### src/rtl/seg7_mux_driver.sv
// Multiplexed 7-segment display driver: hex decode, leading-zero suppression,
// per-digit blanking, PWM brightness and frame-synchronous double-buffered data.
module seg7_mux_driver #(
    parameter int unsigned NUM_DIGITS  = 4,
    parameter int unsigned CLK_DIV     = 50000,
    parameter int unsigned BRIGHT_BITS = 4
) (
    input  logic                    CLK,
    input  logic                    RESET,
    input  logic                    load,
    input  logic [4*NUM_DIGITS-1:0] data,
    input  logic [NUM_DIGITS-1:0]   dp_in,
    input  logic [NUM_DIGITS-1:0]   blank_in,
    input  logic                    lz_suppress,
    input  logic [BRIGHT_BITS-1:0]  brightness,
    output logic [6:0]              SegOut,
    output logic                    DpOut,
    output logic [NUM_DIGITS-1:0]   AnOut,
    output logic                    frame_start,
    output logic                    pending
);

    localparam int unsigned DW = 4 * NUM_DIGITS;
    localparam int unsigned PW = (CLK_DIV > 1) ? $clog2(CLK_DIV) : 1;
    localparam int unsigned IW = (NUM_DIGITS > 1) ? $clog2(NUM_DIGITS) : 1;
    localparam logic [PW-1:0] PRESC_LAST = PW'(CLK_DIV - 1);
    localparam logic [IW-1:0] IDX_LAST   = IW'(NUM_DIGITS - 1);
    localparam logic [6:0]    SEG_OFF    = 7'h7F;

    logic [PW-1:0]          presc;
    logic [IW-1:0]          idx;
    logic [BRIGHT_BITS-1:0] pwm_cnt;
    logic [DW-1:0]          sh_data, act_data;
    logic [NUM_DIGITS-1:0]  sh_dp, act_dp;
    logic [NUM_DIGITS-1:0]  sh_blank, act_blank;

    logic                   tick_c;
    logic                   commit_c;
    logic [IW-1:0]          idx_nxt_c;
    logic [BRIGHT_BITS-1:0] pwm_nxt_c;
    logic [DW-1:0]          act_data_nxt_c;
    logic [NUM_DIGITS-1:0]  act_dp_nxt_c;
    logic [NUM_DIGITS-1:0]  act_blank_nxt_c;
    logic [NUM_DIGITS-1:0]  supp_c;
    logic                   run_zero_c;
    logic [3:0]             nib_c;
    logic                   dp_sel_c;
    logic                   blank_sel_c;
    logic                   supp_sel_c;
    logic                   pwm_on_c;
    logic [NUM_DIGITS-1:0]  onehot_n_c;
    logic [6:0]             seg_c;
    logic                   dp_c;
    logic [NUM_DIGITS-1:0]  an_c;

    function automatic logic [6:0] hex7(input logic [3:0] n);
        case (n)
            4'h0: hex7 = 7'b1000000;
            4'h1: hex7 = 7'b1111001;
            4'h2: hex7 = 7'b0100100;
            4'h3: hex7 = 7'b0110000;
            4'h4: hex7 = 7'b0011001;
            4'h5: hex7 = 7'b0010010;
            4'h6: hex7 = 7'b0000010;
            4'h7: hex7 = 7'b1111000;
            4'h8: hex7 = 7'b0000000;
            4'h9: hex7 = 7'b0010000;
            4'hA: hex7 = 7'b0001000;
            4'hB: hex7 = 7'b0000011;
            4'hC: hex7 = 7'b1000110;
            4'hD: hex7 = 7'b0100001;
            4'hE: hex7 = 7'b0000110;
            default: hex7 = 7'b0001110;
        endcase
    endfunction

    // Outputs are computed from next-state index/data so they change on the same
    // edge the index advances and a committed frame never shows stale digits.
    always_comb begin
        tick_c          = (presc == PRESC_LAST);
        commit_c        = tick_c && (idx == IDX_LAST);
        idx_nxt_c       = idx;
        if (tick_c) begin
            idx_nxt_c = (idx == IDX_LAST) ? '0 : idx + IW'(1);
        end
        pwm_nxt_c       = pwm_cnt + BRIGHT_BITS'(1);
        act_data_nxt_c  = commit_c ? sh_data  : act_data;
        act_dp_nxt_c    = commit_c ? sh_dp    : act_dp;
        act_blank_nxt_c = commit_c ? sh_blank : act_blank;

        // Leading-zero chain runs from the top digit down; digit 0 is never touched.
        run_zero_c = 1'b1;
        supp_c     = '0;
        for (int i = NUM_DIGITS - 1; i >= 1; i--) begin
            run_zero_c = run_zero_c & (act_data_nxt_c[4*i +: 4] == 4'h0);
            supp_c[i]  = lz_suppress & run_zero_c;
        end

        nib_c       = '0;
        dp_sel_c    = 1'b0;
        blank_sel_c = 1'b0;
        supp_sel_c  = 1'b0;
        for (int unsigned i = 0; i < NUM_DIGITS; i++) begin
            if (idx_nxt_c == IW'(i)) begin
                nib_c       = act_data_nxt_c[4*i +: 4];
                dp_sel_c    = act_dp_nxt_c[i];
                blank_sel_c = act_blank_nxt_c[i];
                supp_sel_c  = supp_c[i];
            end
        end

        pwm_on_c   = (pwm_nxt_c <= brightness);
        onehot_n_c = ~(NUM_DIGITS'(1) << idx_nxt_c);

        seg_c = hex7(nib_c);
        dp_c  = ~dp_sel_c;
        an_c  = pwm_on_c ? onehot_n_c : '1;
        if (blank_sel_c) begin
            seg_c = SEG_OFF;
            dp_c  = 1'b1;
            an_c  = '1;
        end else if (supp_sel_c) begin
            // A suppressed digit may still carry a lit decimal point.
            seg_c = SEG_OFF;
            an_c  = (dp_sel_c && pwm_on_c) ? onehot_n_c : '1;
        end
    end

    // Slot timing and PWM counters.
    always_ff @(posedge CLK) begin
        if (RESET) begin
            presc   <= '0;
            idx     <= '0;
            pwm_cnt <= '0;
        end else begin
            presc   <= tick_c ? '0 : presc + PW'(1);
            idx     <= idx_nxt_c;
            pwm_cnt <= pwm_nxt_c;
        end
    end

    // Shadow/active double buffer; a coincident load lands in the shadow after the copy.
    always_ff @(posedge CLK) begin
        if (RESET) begin
            sh_data   <= '0;
            sh_dp     <= '0;
            sh_blank  <= '1;
            act_data  <= '0;
            act_dp    <= '0;
            act_blank <= '1;
            pending   <= 1'b0;
        end else begin
            act_data  <= act_data_nxt_c;
            act_dp    <= act_dp_nxt_c;
            act_blank <= act_blank_nxt_c;
            if (load) begin
                sh_data  <= data;
                sh_dp    <= dp_in;
                sh_blank <= blank_in;
                pending  <= 1'b1;
            end else if (commit_c) begin
                pending  <= 1'b0;
            end
        end
    end

    always_ff @(posedge CLK) begin
        if (RESET) begin
            SegOut      <= SEG_OFF;
            DpOut       <= 1'b1;
            AnOut       <= '1;
            frame_start <= 1'b0;
        end else begin
            SegOut      <= seg_c;
            DpOut       <= dp_c;
            AnOut       <= an_c;
            frame_start <= commit_c;
        end
    end

endmodule

### config.mk
export PLATFORM = sky130hd
export DESIGN_NAME = seg7_mux_driver
export DESIGN_NICKNAME = d
export VERILOG_FILES = /design/src/rtl/seg7_mux_driver.sv
export SDC_FILE = /design/constraint.sdc
export NUM_CORES = 1
export LEC_CHECK = 0
export CORE_UTILIZATION = 50
export CTS_CLUSTER_SIZE = 40
export DETAILED_ROUTE_END_ITERATION = 16
export GPL_ROUTABILITY_DRIVEN = 0
export GPL_TIMING_DRIVEN = 0
export PLACE_DENSITY = 0.79
export SKIP_LAST_GASP = 1
export SLEW_MARGIN = 10
export SYNTH_ARGS = -nofsm -noshare
export SYNTH_HDL_FRONTEND = slang
export SYNTH_SLANG_ARGS = --single-unit
### constraint.sdc
create_clock -name CLK -period 3.3 [get_ports CLK]
set_clock_uncertainty 0.2 [all_clocks]
set_input_delay 0.825 -clock CLK [delete_from_list [all_inputs] [get_ports CLK]]
set_output_delay 0.825 -clock CLK [all_outputs]
set_load 0.03 [all_outputs]
Word level (Yosys, flattened, before mapping)

Memory sizes are Yosys's and may differ from the RTL's. A register that Yosys moved wholly into a read port is not among the register bits.
Index checks and enable logic that the tools add are counted.

Add/sub/neg operators: 3
Magnitude comparators: 1
Equal/unequal tests: 5
Shift operators: 1
Mux-type cells: 25
Bitwise operators: 7
Reduce and logical (&&, ||, !) cells: 10

Operators by type and width:

| kind                  | number |
|---|---|
| $mux 4                | 9 |
| $add 16x1->16 const B | 1 |
| $eq 16x16->1 const B  | 1 |
| $mux 16               | 1 |
| $mux 1                | 13 |
| $logic_not 4->1       | 3 |
| $eq 2x2->1 const B    | 3 |
| $and 1x1->1           | 5 |
| $add 4x1->4 const B   | 1 |
| $le 4x4->1            | 1 |
| $mux 2                | 2 |
| $not 4->4             | 1 |
| $reduce_or 2->1       | 2 |
| $shl 1x2->4 const A   | 1 |
| $reduce_or 3->1       | 1 |
| $add 2x1->2 const B   | 1 |
| $eq 2x1->1 const B    | 1 |
| $logic_and 1x1->1     | 2 |
| $logic_not 2->1       | 1 |
| $reduce_bool 2->1     | 1 |
| $not 1->1             | 1 |

Register bits: 77
ROM bits: 112
Logic and storage cells: 66
Memories: 1

Memory list:

| name            | depth | width | read ports | clocked after memory_dff | wr ports | RTL line | source |
|---|---|---|---|---|---|---|---|
| (no name shown) | 16    | 7     | 1          | 1                        | 0        | 57       | `case (n)` |

Depth between registers and ports, before layout

Word-level depth: 11
Gate-level depth with buffers: 14
Depth with buffers taken out: 12

Least setup slack after synthesis

Ideal clock, no wire load.

Path type: register to register
From: reg presc[5]
To: reg SegOut[3]
Arrival time: 3257 ps
Path slack: -239 ps
Cell stages (with the launch flop): 11
Period minus slack after synthesis: 3539 ps
Path through: dfxtp_1 -> or4b_4 -> nor4_4 -> mux2i_1 -> buf_2 -> nand3_1 -> o21ai_1 -> inv_1 -> ha_1 -> or3_1 -> o2111ai_1

Longest elaborated chain between the ends: 11

RTL lines:

| item                             | RTL line | source |
|---|---|---|
| from (decl)                      | 30       | `logic [PW-1:0] presc;` |
| from (signal assigned)           | 136      | `presc <= tick_c ? '0 : presc + PW'(1);` |
| $eq 16x16->1 *                   | 80       | `tick_c = (presc == PRESC_LAST);` |
| $logic_and 1x1->1                | 81       | `commit_c = tick_c && (idx == IDX_LAST);` |
| $mux 16                          | 87       | `act_data_nxt_c = commit_c ? sh_data : act_data;` |
| $logic_not 4->1                  | 95       | `run_zero_c = run_zero_c & (act_data_nxt_c[4*i +: 4] == 4'h0);` |
| $and 1x1->1 (2 in series)        | 95       |  |
| $and 1x1->1                      | 96       | `supp_c[i] = lz_suppress & run_zero_c;` |
| $mux 1 (3 in series)             | 104      | `if (idx_nxt_c == IW'(i)) begin` |
| $reduce_or 3->1 (no source line) | n/a      |  |
| to (decl)                        | 16       | `output logic [6:0] SegOut,` |

Every way passes the cells marked *; elsewhere a longest branch is shown, timed or not.
A chain may end at the register's enable or synchronous reset.

Worst setup path in the final report

From: reg presc[12]
To: reg SegOut[3]

The elaborated chain is that of the path after synthesis.

==> results.json <==
{
  "r2r-end": "SegOut[3]",
  "holdPathStages": 1,
  "ant_nets": 0,
  "setup_tns_ns": 0,
  "rr_startpoint": "presc[12]",
  "rsz0062_at_grt": "yes",
  "cp-start-kind": "flip-flop",
  "cts_buffers": 9,
  "wirelength_um": 8716,
  "cp-startpoint": "presc[12]",
  "synth_warnings": 0,
  "wire_per_inst_um": 14.65,
  "swShare": 0.2313,
  "clkPwrFrac": 0.370,
  "dp_hpwl_um": 6215,
  "grt.busiest_layer": "met2",
  "grtUsageTotal": 0.2221,
  "cts_tree": "built",
  "clk_latency_ns": 0.36,
  "dieArea_sq_um": 8147,
  "powerDensity_nw_per_um2": 392.4,
  "clock_sinks": 84,
  "grt_pass1_wl_um": 14390,
  "synthTopCellsByCount": "dfxtp_1, nand2_1, mux2i_1, nor2_1, a21oi_1",
  "syn-mean-instance-area_sq_um": 9.037,
  "hold_class": "flip-flop to flip-flop",
  "yosysMostFrequentCell": "dfxtp_1",
  "vias": 3247,
  "ff2ff_path_depth": 11,
  "antenna_found_initial": 0,
  "fill_cells": 621,
  "combPwrFrac": 0.069,
  "min_period_ns": 3.269,
  "rows": 31,
  "die_h_um": 90.26,
  "use_met2": 0.3677,
  "drv_cap": 0,
  "drt_iter0_drc": 115,
  "layout.nets": 536,
  "diodes": 0,
  "synth_seq_cells": 84,
  "coreArea_sq_um": 7408,
  "p_switching_uw": 434.6,
  "drtPass1Iterations": 4,
  "drc": 0,
  "crit_type": "flip-flop to flip-flop",
  "cts_hold_buf": 0,
  "grt_pass1_vias": 3111,
  "final_layout_size_suffix_gt1_frac": 0.1230,
  "cts_root_buf": "clkbuf_8",
  "leakage_nw": 1.902,
  "worst_pin_slew_ns": 0.7520,
  "yosysSeqAreaShare": 0.4317,
  "netlist.area_leader.share": 0.4317,
  "cp-end-kind": "flip-flop",
  "io-pin-count": 46,
  "utilization": 0.6463,
  "fmax_mhz": 305.9,
  "required_ns": 3.37,
  "grt_max_degree": 14,
  "die_x_um": 90.26,
  "avgViaCountPerCell": 5.457,
  "slew_headroom": 0.4987,
  "synthesis.nets": 474,
  "synth_ff_type": "dfxtp_1",
  "synthArstFlopShare": 0,
  "finalHoldViolCount": 0,
  "grt_use_met3": 0.03451,
  "post_synth_num_cell_types": 52,
  "outcome": "finished, final reports clean",
  "netlist_instances": 431,
  "p_int_mw": 1.445,
  "grt-ovfl-total": 0,
  "area_delta_synth_final_pct": 22.94,
  "worstHoldEndpoint": "presc[0]",
  "rrSetupSlack_ns": 0.03,
  "met1_usage": 0.2757,
  "finalSetupViolCount": 0,
  "synth_edf_count": 0,
  "start_util": 0.5258,
  "htreeDepth": 3,
  "crit_fanout": 10,
  "max-vdd-ir-drop_uv": 290.8,
  "ys_top_cells_by_area": "dfxtp_1, mux2i_1, nand2_1, nor2_1, ha_1",
  "hp-start": "presc[0]",
  "max-clock-path-buffers": 2,
  "worstPathArrival_ns": 3.34,
  "period_share": 0.9907,
  "synth_top_area_cell": "dfxtp_1",
  "finalMaxSlewViolations": 0,
  "place.port_buffers": 44,
  "syn_area_sq_um": 3895,
  "pwr-share-seq": 0.562,
  "path_clk_slew_ns": 0.08
}
layout make-up:
cell class              instances  area (sq um)  area share
repair buffers                 51         493.0      0.1030
flip-flops and latches         84          1689      0.3528
inverters                       9         33.78    0.007055
plain buffers                  23         117.6     0.02456
clock inverters                 5         55.05     0.01150
well taps                      99         123.9     0.02587
multi-input cells             315          2152      0.4494
clock buffers                   9         123.9     0.02587
critical path: stages (launching register included):
cell and delay (ns):
dfxtp_2 0.34, or4bb_4 0.58, or4_4 0.56, buf_6 0.14, buf_4 0.16, nand2_1 0.07, nand3_1 0.10, o21ai_2 0.15
inv_1 0.16, ha_4 0.24, or3_4 0.38, o2111ai_2 0.09
power groups by stage:
stage / combinational, mW / sequential [mW] / clock [mW]
floorplan: 0.0688 / 1.08 / 0
global placement: 0.122 / 1.08 / 0
detailed placement: 0.129 / 1.08 / 0
CTS: 0.130 / 1.06 / 0.704
global route: 0.142 / 1.06 / 0.751
finish: 0.129 / 1.06 / 0.695
sequential cells by signal (all words and copies together), names as in the netlist, 2 cells and up:
register	count
sh_data	16
act_dp	4
AnOut	4
act_data	16
sh_dp	4
pwm_cnt	4
presc	16
sh_blank	4
act_blank	4
SegOut	7
idx	2
logic make-up after synthesis:
family                   count (synthesis)  synth area share
AO/OA/AOI/OAI                           53           0.09284
XOR/XNOR                                16           0.03598
adder cells (fa/ha/maj)                 11           0.03534
buffers and inverters                   32           0.03469
flip-flops                              84            0.4317
multiplexers                            58            0.1545
AND/OR/NAND/NOR                        177            0.2149
placed cells by master (no fill, tap or decap), types with 13 or more instances in the layout:
cell type	count
a21oi_1	17
clkbuf_1	15
clkdlybuf4s50_1	44
dfxtp_1	80
mux2i_1	51
nand2_1	68
nand3_1	18
nor2_1	53
o21ai_0	13
metrics by stage:
step | worst slack, ns | hold slack, ns | instance area, sq um | power (mW) | cells
CTS | -0.02653 | 0.2584 | 4731 | 1.889 | 594
global placement | -0.3510 | 0.2307 | 4482 | 1.200 | 574
finish | 0.03057 | 0.2591 | 4788 | 1.879 | 595
global route | -0.04146 | 0.2700 | 4788 | 1.951 | 595
floorplan | 0.04680 | 0.2176 | 3918 | 1.144 | 431
detailed placement | -0.3946 | 0.2454 | 4482 | 1.209 | 574
worst max-delay path by stage:
stage	end	slack, ns
2_1_floorplan	SegOut[3]	0.05
3_3_place_gp	SegOut[3]	-0.35
3_5_place_dp	SegOut[3]	-0.39
4_1_cts	SegOut[3]	-0.03
5_1_grt	SegOut[3]	-0.04
6_report	SegOut[3]	0.03
timing repair:
action                                  CTS  global route
endpoints found under the setup margin    7             5
endpoints found under the hold margin     0             0
buffers inserted                          6             1
gates resized for setup                   9            13
pin swaps                                 4             2
per-layer routing:
layer	wire length [um]	up-vias	part of all wire
met5	0	-	0
met4	280	0	0.032
met3	280	24	0.032
met2	4172	66	0.48
met1	3983	1540	0.46
li1	-	1617	-
Power figures use the tool's default switching activity.
==> patch 1 (config.mk and constraints unchanged) <==
`CLK_DIV`: 50000 -> 100000.
--- a/src/rtl/seg7_mux_driver.sv
+++ b/src/rtl/seg7_mux_driver.sv
@@ -3,5 +3,5 @@
 module seg7_mux_driver #(
     parameter int unsigned NUM_DIGITS  = 4,
-    parameter int unsigned CLK_DIV     = 50000,
+    parameter int unsigned CLK_DIV     = 100000,
     parameter int unsigned BRIGHT_BITS = 4
 ) (
Behaviour: no difference found for any inputs over 10 cycles, from zero or initial values and one cycle with RESET high; that may be too few to reach the edited logic, so the function may still have changed.
==> patch 1 against the original RTL <==
Setup slack better by 180 ps. Area after synthesis is 5.1% higher. Hold slack better by 5.2 ps. Sequential cell count is 1 higher. Design area is 1.3% higher. Wire length is 3.1% higher. Total power is 2.2% lower. Via count is 4.4% higher. Critical path type unchanged.
==> patch 1: results (changes against the original RTL) <==
Final layout
  – Fill cell count: 677 (was 621)
  – Regs by FF count: presc x17, act_data x16, sh_data x16 (was act_data x16, presc x16, sh_data x16)
  – Final nets: 551 (was 536)
  – Layout cell share with drive strength beyond 1: 9.589% (was 12.30%)

Clock network
  – CTS buffer count: 9 (unchanged)
  – Skew-Pair Late Insertion Delay: 350 ps
  – CTS root buf: clkbuf_8 (unchanged)
  – Clock-pin slew on the worst setup and hold paths: 70 ps
  – H-Tree Depth: 3 (unchanged)
  – Max Root-Sink Buffers: 2 (unchanged)

Worst setup path
  – Slowest CP cell: dfxtp_1 (was or4bb_4)
  – Worst-case reg-to-reg path depth: 11 (unchanged)
  – CP arrival: 3110 ps (was 3340 ps)
  – Top delay family on crit path: simple AND/OR/NAND/NOR gates (unchanged)
  – Crit path largest cell delay: 400 ps (was 580 ps)
  – CP Max Fanout: 8 (was 10)

Placement
  – Port buffer count: 43 (was 44)
  – Cell Area, Placed: 4653 um^2 (was 4482 um^2)
  – Dpl ws: 31.59 ps (was -394.6 ps)
  – Placed wire-length estimate: 6583 um (was 6215 um)

Logic synthesis
  – Post-synthesis compound-gate area fraction: 11.70% (was 9.284%)
  – Area share of the largest cell type after synthesis: 41.55% (was 43.17%)
  – Unique cell type count in the Yosys netlist: 60 (was 52)
  – Top cells by area, synth: dfxtp_1 42%, mux2i_1 9.8%, nand2_1 6.0% (was dfxtp_1 43%, mux2i_1 14%, nand2_1 6.6%)
  – Sequential cell area fraction in the yosys report: 41.55% (was 43.17%)
  – Post-Syn Area per Cell: 9.100 um^2 (was 9.037 um^2)
  – Multiplexer share of the synthesized area: 13.90% (was 15.45%)
  – Adder-cell share of the synthesized area: 3.361% (was 3.534%)
  – Asr flop ratio synth: 0% (unchanged)
  – Most instantiated cells after synthesis: 85 x dfxtp_1, 65 x nand2_1, 48 x nor2_1, 40 x mux2i_1, 26 x a21oi_1 (was 84 x dfxtp_1, 68 x nand2_1, 53 x mux2i_1, 53 x nor2_1, 19 x a21oi_1)
  – Synth Area in XOR/XNOR: 4.064% (was 3.598%)
  – Net count after synthesis: 493 (was 474)

GRT
  – First-pass GRT wire length: 15360 um (was 14390 um)
  – Vias in the first global route: 3248 (was 3111)
  – Pin count of the biggest net entering global routing: 13 (was 14)
  – Initial antenna violation count: 0 (unchanged)
  – GRT Util Overall: 22.79% (was 22.21%)

Drt
  – DR vias: 3389 (was 3247)
  – Drt pass-1 iters: 5 (was 4)
  – Wirelength per Cell: 14.65 um (about the same)
  – Initial DRC Count: 160 (was 115)

Worst hold path
  – Hold Crit Depth: 2 (was 1)
  – Worst min-delay path category: flip-flop to flip-flop (unchanged)

Power and ir drop
  – LEAKAGE: 1.868 nW (was 1.902 nW)
  – Pint: 1.423 mW (was 1.445 mW)
  – Worst vdd ir: 0.3133 mV (was 0.2908 mV)

Outcome
  – Outcome: finished clean (unchanged)

STA
  – Worst Tran Pin Value: 753.0 ps (was 752.0 ps)
==> patch 1: changes by cell type in the layout (fill, tap and decap cells not counted), sizes merged, moves of 3 or more <==
cell	before	now
a211oi	1	5
a21oi	20	27
and4	0	4
inv	9	13
mux2	4	8
mux2i	54	44
nand2	69	65
nor2	53	48
nor2b	2	5
nor3	0	5
==> patch 1: cell families after synthesis <==
family                   count (synthesis)
AND/OR/NAND/NOR                        175
flip-flops                              85
AO/OA/AOI/OAI                           68
multiplexers                            52
buffers and inverters                   40
XOR/XNOR                                19
adder cells (fa/ha/maj)                 11
==> patch 1: path summary, 6_finish.rpt <==
| kind | start | to | slack, ps |
|---|---|---|---|
| max | presc[0] | SegOut[4] | 210 |
| min | act_dp[0] | act_dp[0] | 260 |
| max reg2reg | presc[0] | SegOut[4] | 210 |
| min reg2reg | act_dp[0] | act_dp[0] | 260 |
==> patch 1: cell type report <==
| class | instances | area (um^2) | area share (%) |
|---|---|---|---|
| multi-input combinational | 325 | 2207 | 45.49 |
| sequential | 85 | 1702 | 35.07 |
| timing repair buffer | 47 | 460.4 | 9.489 |
| clock buffer | 12 | 155.1 | 3.198 |
| buffer | 26 | 137.6 | 2.837 |
| tap | 102 | 127.6 | 2.630 |
| inverter | 14 | 52.55 | 1.083 |
| clock inverter | 2 | 10.01 | 0.2063 |
==> patch 1: power by group through the flow <==
| stage | clock network (mW) | logic [mW] | registers, mW |
|---|---|---|---|
| finish | 0.641 | 0.126 | 1.07 |
| detailed placement | 0 | 0.125 | 1.09 |
| global route | 0.701 | 0.141 | 1.07 |
| floorplan | 0 | 0.0695 | 1.09 |
| global placement | 0 | 0.121 | 1.09 |
| CTS | 0.651 | 0.127 | 1.07 |
==> patch 1: worst reg2reg max path, cell delays in order, from the launching register on <==
cell,delay [ps]
dfxtp_1,400
ha_1,230
and4_1,350
nand4_4,180
mux2i_4,350
mux2i_1,140
o21ai_2,280
inv_1,130
ha_1,270
nor2b_1,160
a21oi_1,130
o221ai_1,140
==> patch 1: layer usage <==
| metal | vias to the layer above | track usage (%) | share of wire (%) |
|---|---|---|---|
| met3 | 14 | 5.337 | 5.5 |
| li1 | 1675 | - | - |
| met4 | 0 | 9.115 | 2.1 |
| met1 | 1577 | 30.22 | 47 |
| met5 | - | 0 | 0 |
| met2 | 123 | 35.68 | 45 |
==> patch 1: repair_timing <==
item	4_1_cts	5_1_grt
setup endpoints to repair	2	2
buffers inserted	0	4
resized for setup	1	0
==> patch 1: through the flow <==
stage,cells,hold slack [ps]
floorplan,450,218.6
global placement,595,241.6
detailed placement,595,245.9
CTS,609,254.8
global route,613,291.9
finish,613,264.3
==> patch 2 (same settings) <==
Without the edit above. Register the inputs `load`, `data`, `dp_in`, `blank_in`, `lz_suppress` and `brightness` before use, with the module's reset. The logic sees them one clock later.
--- a/src/rtl/seg7_mux_driver.sv
+++ b/src/rtl/seg7_mux_driver.sv
@@ -28,4 +28,29 @@
     localparam logic [6:0]    SEG_OFF    = 7'h7F;
 
+    logic load_q;
+    logic [4*NUM_DIGITS-1:0] data_q;
+    logic [NUM_DIGITS-1:0] dp_q;
+    logic [NUM_DIGITS-1:0] blank_q;
+    logic lz_suppress_q;
+    logic [BRIGHT_BITS-1:0] brightness_q;
+
+    always_ff @(posedge CLK) begin
+        if (RESET) begin
+            load_q        <= '0;
+            data_q        <= '0;
+            dp_q          <= '0;
+            blank_q       <= '0;
+            lz_suppress_q <= '0;
+            brightness_q  <= '0;
+        end else begin
+            load_q        <= load;
+            data_q        <= data;
+            dp_q          <= dp_in;
+            blank_q       <= blank_in;
+            lz_suppress_q <= lz_suppress;
+            brightness_q  <= brightness;
+        end
+    end
+
     logic [PW-1:0]          presc;
     logic [IW-1:0]          idx;
@@ -94,5 +119,5 @@
         for (int i = NUM_DIGITS - 1; i >= 1; i--) begin
             run_zero_c = run_zero_c & (act_data_nxt_c[4*i +: 4] == 4'h0);
-            supp_c[i]  = lz_suppress & run_zero_c;
+            supp_c[i]  = lz_suppress_q & run_zero_c;
         end
 
@@ -110,5 +135,5 @@
         end
 
-        pwm_on_c   = (pwm_nxt_c <= brightness);
+        pwm_on_c   = (pwm_nxt_c <= brightness_q);
         onehot_n_c = ~(NUM_DIGITS'(1) << idx_nxt_c);
 
@@ -154,8 +179,8 @@
             act_dp    <= act_dp_nxt_c;
             act_blank <= act_blank_nxt_c;
-            if (load) begin
-                sh_data  <= data;
-                sh_dp    <= dp_in;
-                sh_blank <= blank_in;
+            if (load_q) begin
+                sh_data  <= data_q;
+                sh_dp    <= dp_q;
+                sh_blank <= blank_q;
                 pending  <= 1'b1;
             end else if (commit_c) begin
Check against the original RTL: not equivalent (Yosys sat finds a counterexample within 4 cycles, from zero or initial values and one cycle with RESET high).
==> patch 2 against the original RTL <==
Design area is 31% higher. Count of clock-buffer cells in the layout increased by 10. Setup slack improved by 180 ps. Highest routed layer unchanged. Total power up 79%. Non-clock buffer count is 2 higher. Die area up 28%. Sequential cell count is 30 higher. Critical endpoint is now SegOut[1]. Synthesized cell count grew 26%. Wire length up 28%. Global-route usage grew 0.87 points. Area after synthesis is 28% higher.
==> patch 2: results (changes against the original RTL) <==
Logic synthesis
  – Post-Syn Area per Cell: 9.217 um^2 (was 9.037 um^2)
  – Multiplexer share of the synthesized area: 11.55% (was 15.45%)
  – Top cells by area, synth: dfxtp_1 46%, mux2i_1 9.0%, nor2b_1 5.4% (was dfxtp_1 43%, mux2i_1 14%, nand2_1 6.6%)
  – Sequential cell area fraction in the yosys report: 45.60% (was 43.17%)

Drt
  – WL met1: 4837 um (was 3983 um)
  – DR vias: 4117 (was 3247)
  – Initial DRC Count: 232 (was 115)
  – Wire length on met3: 516 um (was 280 um)

GRT
  – GR Layer Usage met3: 5.814% (was 3.451%)
  – Pin count of the biggest net entering global routing: 17 (was 14)
  – Met2 usage: 40.01% (was 36.77%)
  – GRT Util Overall: 23.08% (was 22.21%)
  – Global Route met1 Usage: 26.64% (was 27.57%)
  – Vias in the first global route: 3970 (was 3111)

Placement
  – Placed wire-length estimate: 7718 um (was 6215 um)
  – Cell Area, Placed: 5612 um^2 (was 4482 um^2)

Worst setup path
  – CP arrival: 3270 ps (was 3340 ps)
  – Slowest CP cell: dfxtp_2 (was or4bb_4)

Outcome
  – Outcome: finished clean (unchanged)

Clock network
  – Post-CTS Resized: 5 (was 9)
  – Setup Buffers After CTS: 0 (was 6)
  – Clock-pin slew on the worst setup and hold paths: 60 ps (was 80 ps)
  – CTS buffer count: 17 (was 9)
  – H-Tree Depth: 4 (was 3)

Power and ir drop
  – Worst vdd ir: 0.4658 mV (was 0.2908 mV)
  – Psw: 0.7614 mW (was 0.4346 mW)

STA
  – Worst Tran Pin Value: 744.5 ps (was 752.0 ps)
-- patch 2: cell count changes in the layout (fill, tap and decap cells not counted), moves of 7 or more --
cell       change
nor2b_1       +41
nor3_1        +11
mux2i_1        -7
a21oi_1        +9
clkbuf_8       -7
nand3_1        -7
dfxtp_1       +31
clkbuf_16     +16
-- patch 2: power by group through the flow --
| stage | registers, mW | clock network [mW] | logic, mW |
|---|---|---|---|
| global placement | 1.46 | 0 | 0.140 |
| CTS | 1.44 | 1.79 | 0.148 |
| finish | 1.44 | 1.78 | 0.147 |
| floorplan | 1.46 | 0 | 0.0854 |
| global route | 1.44 | 1.87 | 0.163 |
| detailed placement | 1.46 | 0 | 0.147 |
-- patch 2: worst paths after layout --
| check | to | cells after the start | startpoint | slack, ps |
|---|---|---|---|---|
| hold reg to reg | presc[0] | 1 | presc[0] | 230 |
| hold / removal | presc[0] | 1 | presc[0] | 230 |
| setup reg to reg | SegOut[1] | 13 | presc[0] | 210 |
| setup / recovery | SegOut[1] | 13 | presc[0] | 210 |
-- patch 2: stage by stage --
step	power (mW)	util, %
after floorplan	1.545	-
after global placement	1.603	57.68
after detailed placement	1.611	57.68
after CTS	3.377	63.73
after global routing	3.469	64.47
final	3.364	64.47
-- patch 2: logic make-up (layout without fill, tap and decap cells) --
logic type / after synthesis / in the layout
xor+xnor: 19 / 19
flops: 114 / 114
mux: 52 / 52
buf+inv: 46 / 122
simple gates: 235 / 235
compound gates: 66 / 66
fa+ha+maj: 11 / 11
-- patch 2: area by class of cell --
type | instances | share of cell area [%]
multi-input cells | 383 | 41.25
flip-flops and latches | 114 | 36.45
repair buffers | 45 | 7.141
clock buffers | 19 | 6.882
well taps | 133 | 2.653
plain buffers | 31 | 2.434
clock inverters | 13 | 2.354
inverters | 14 | 0.8378
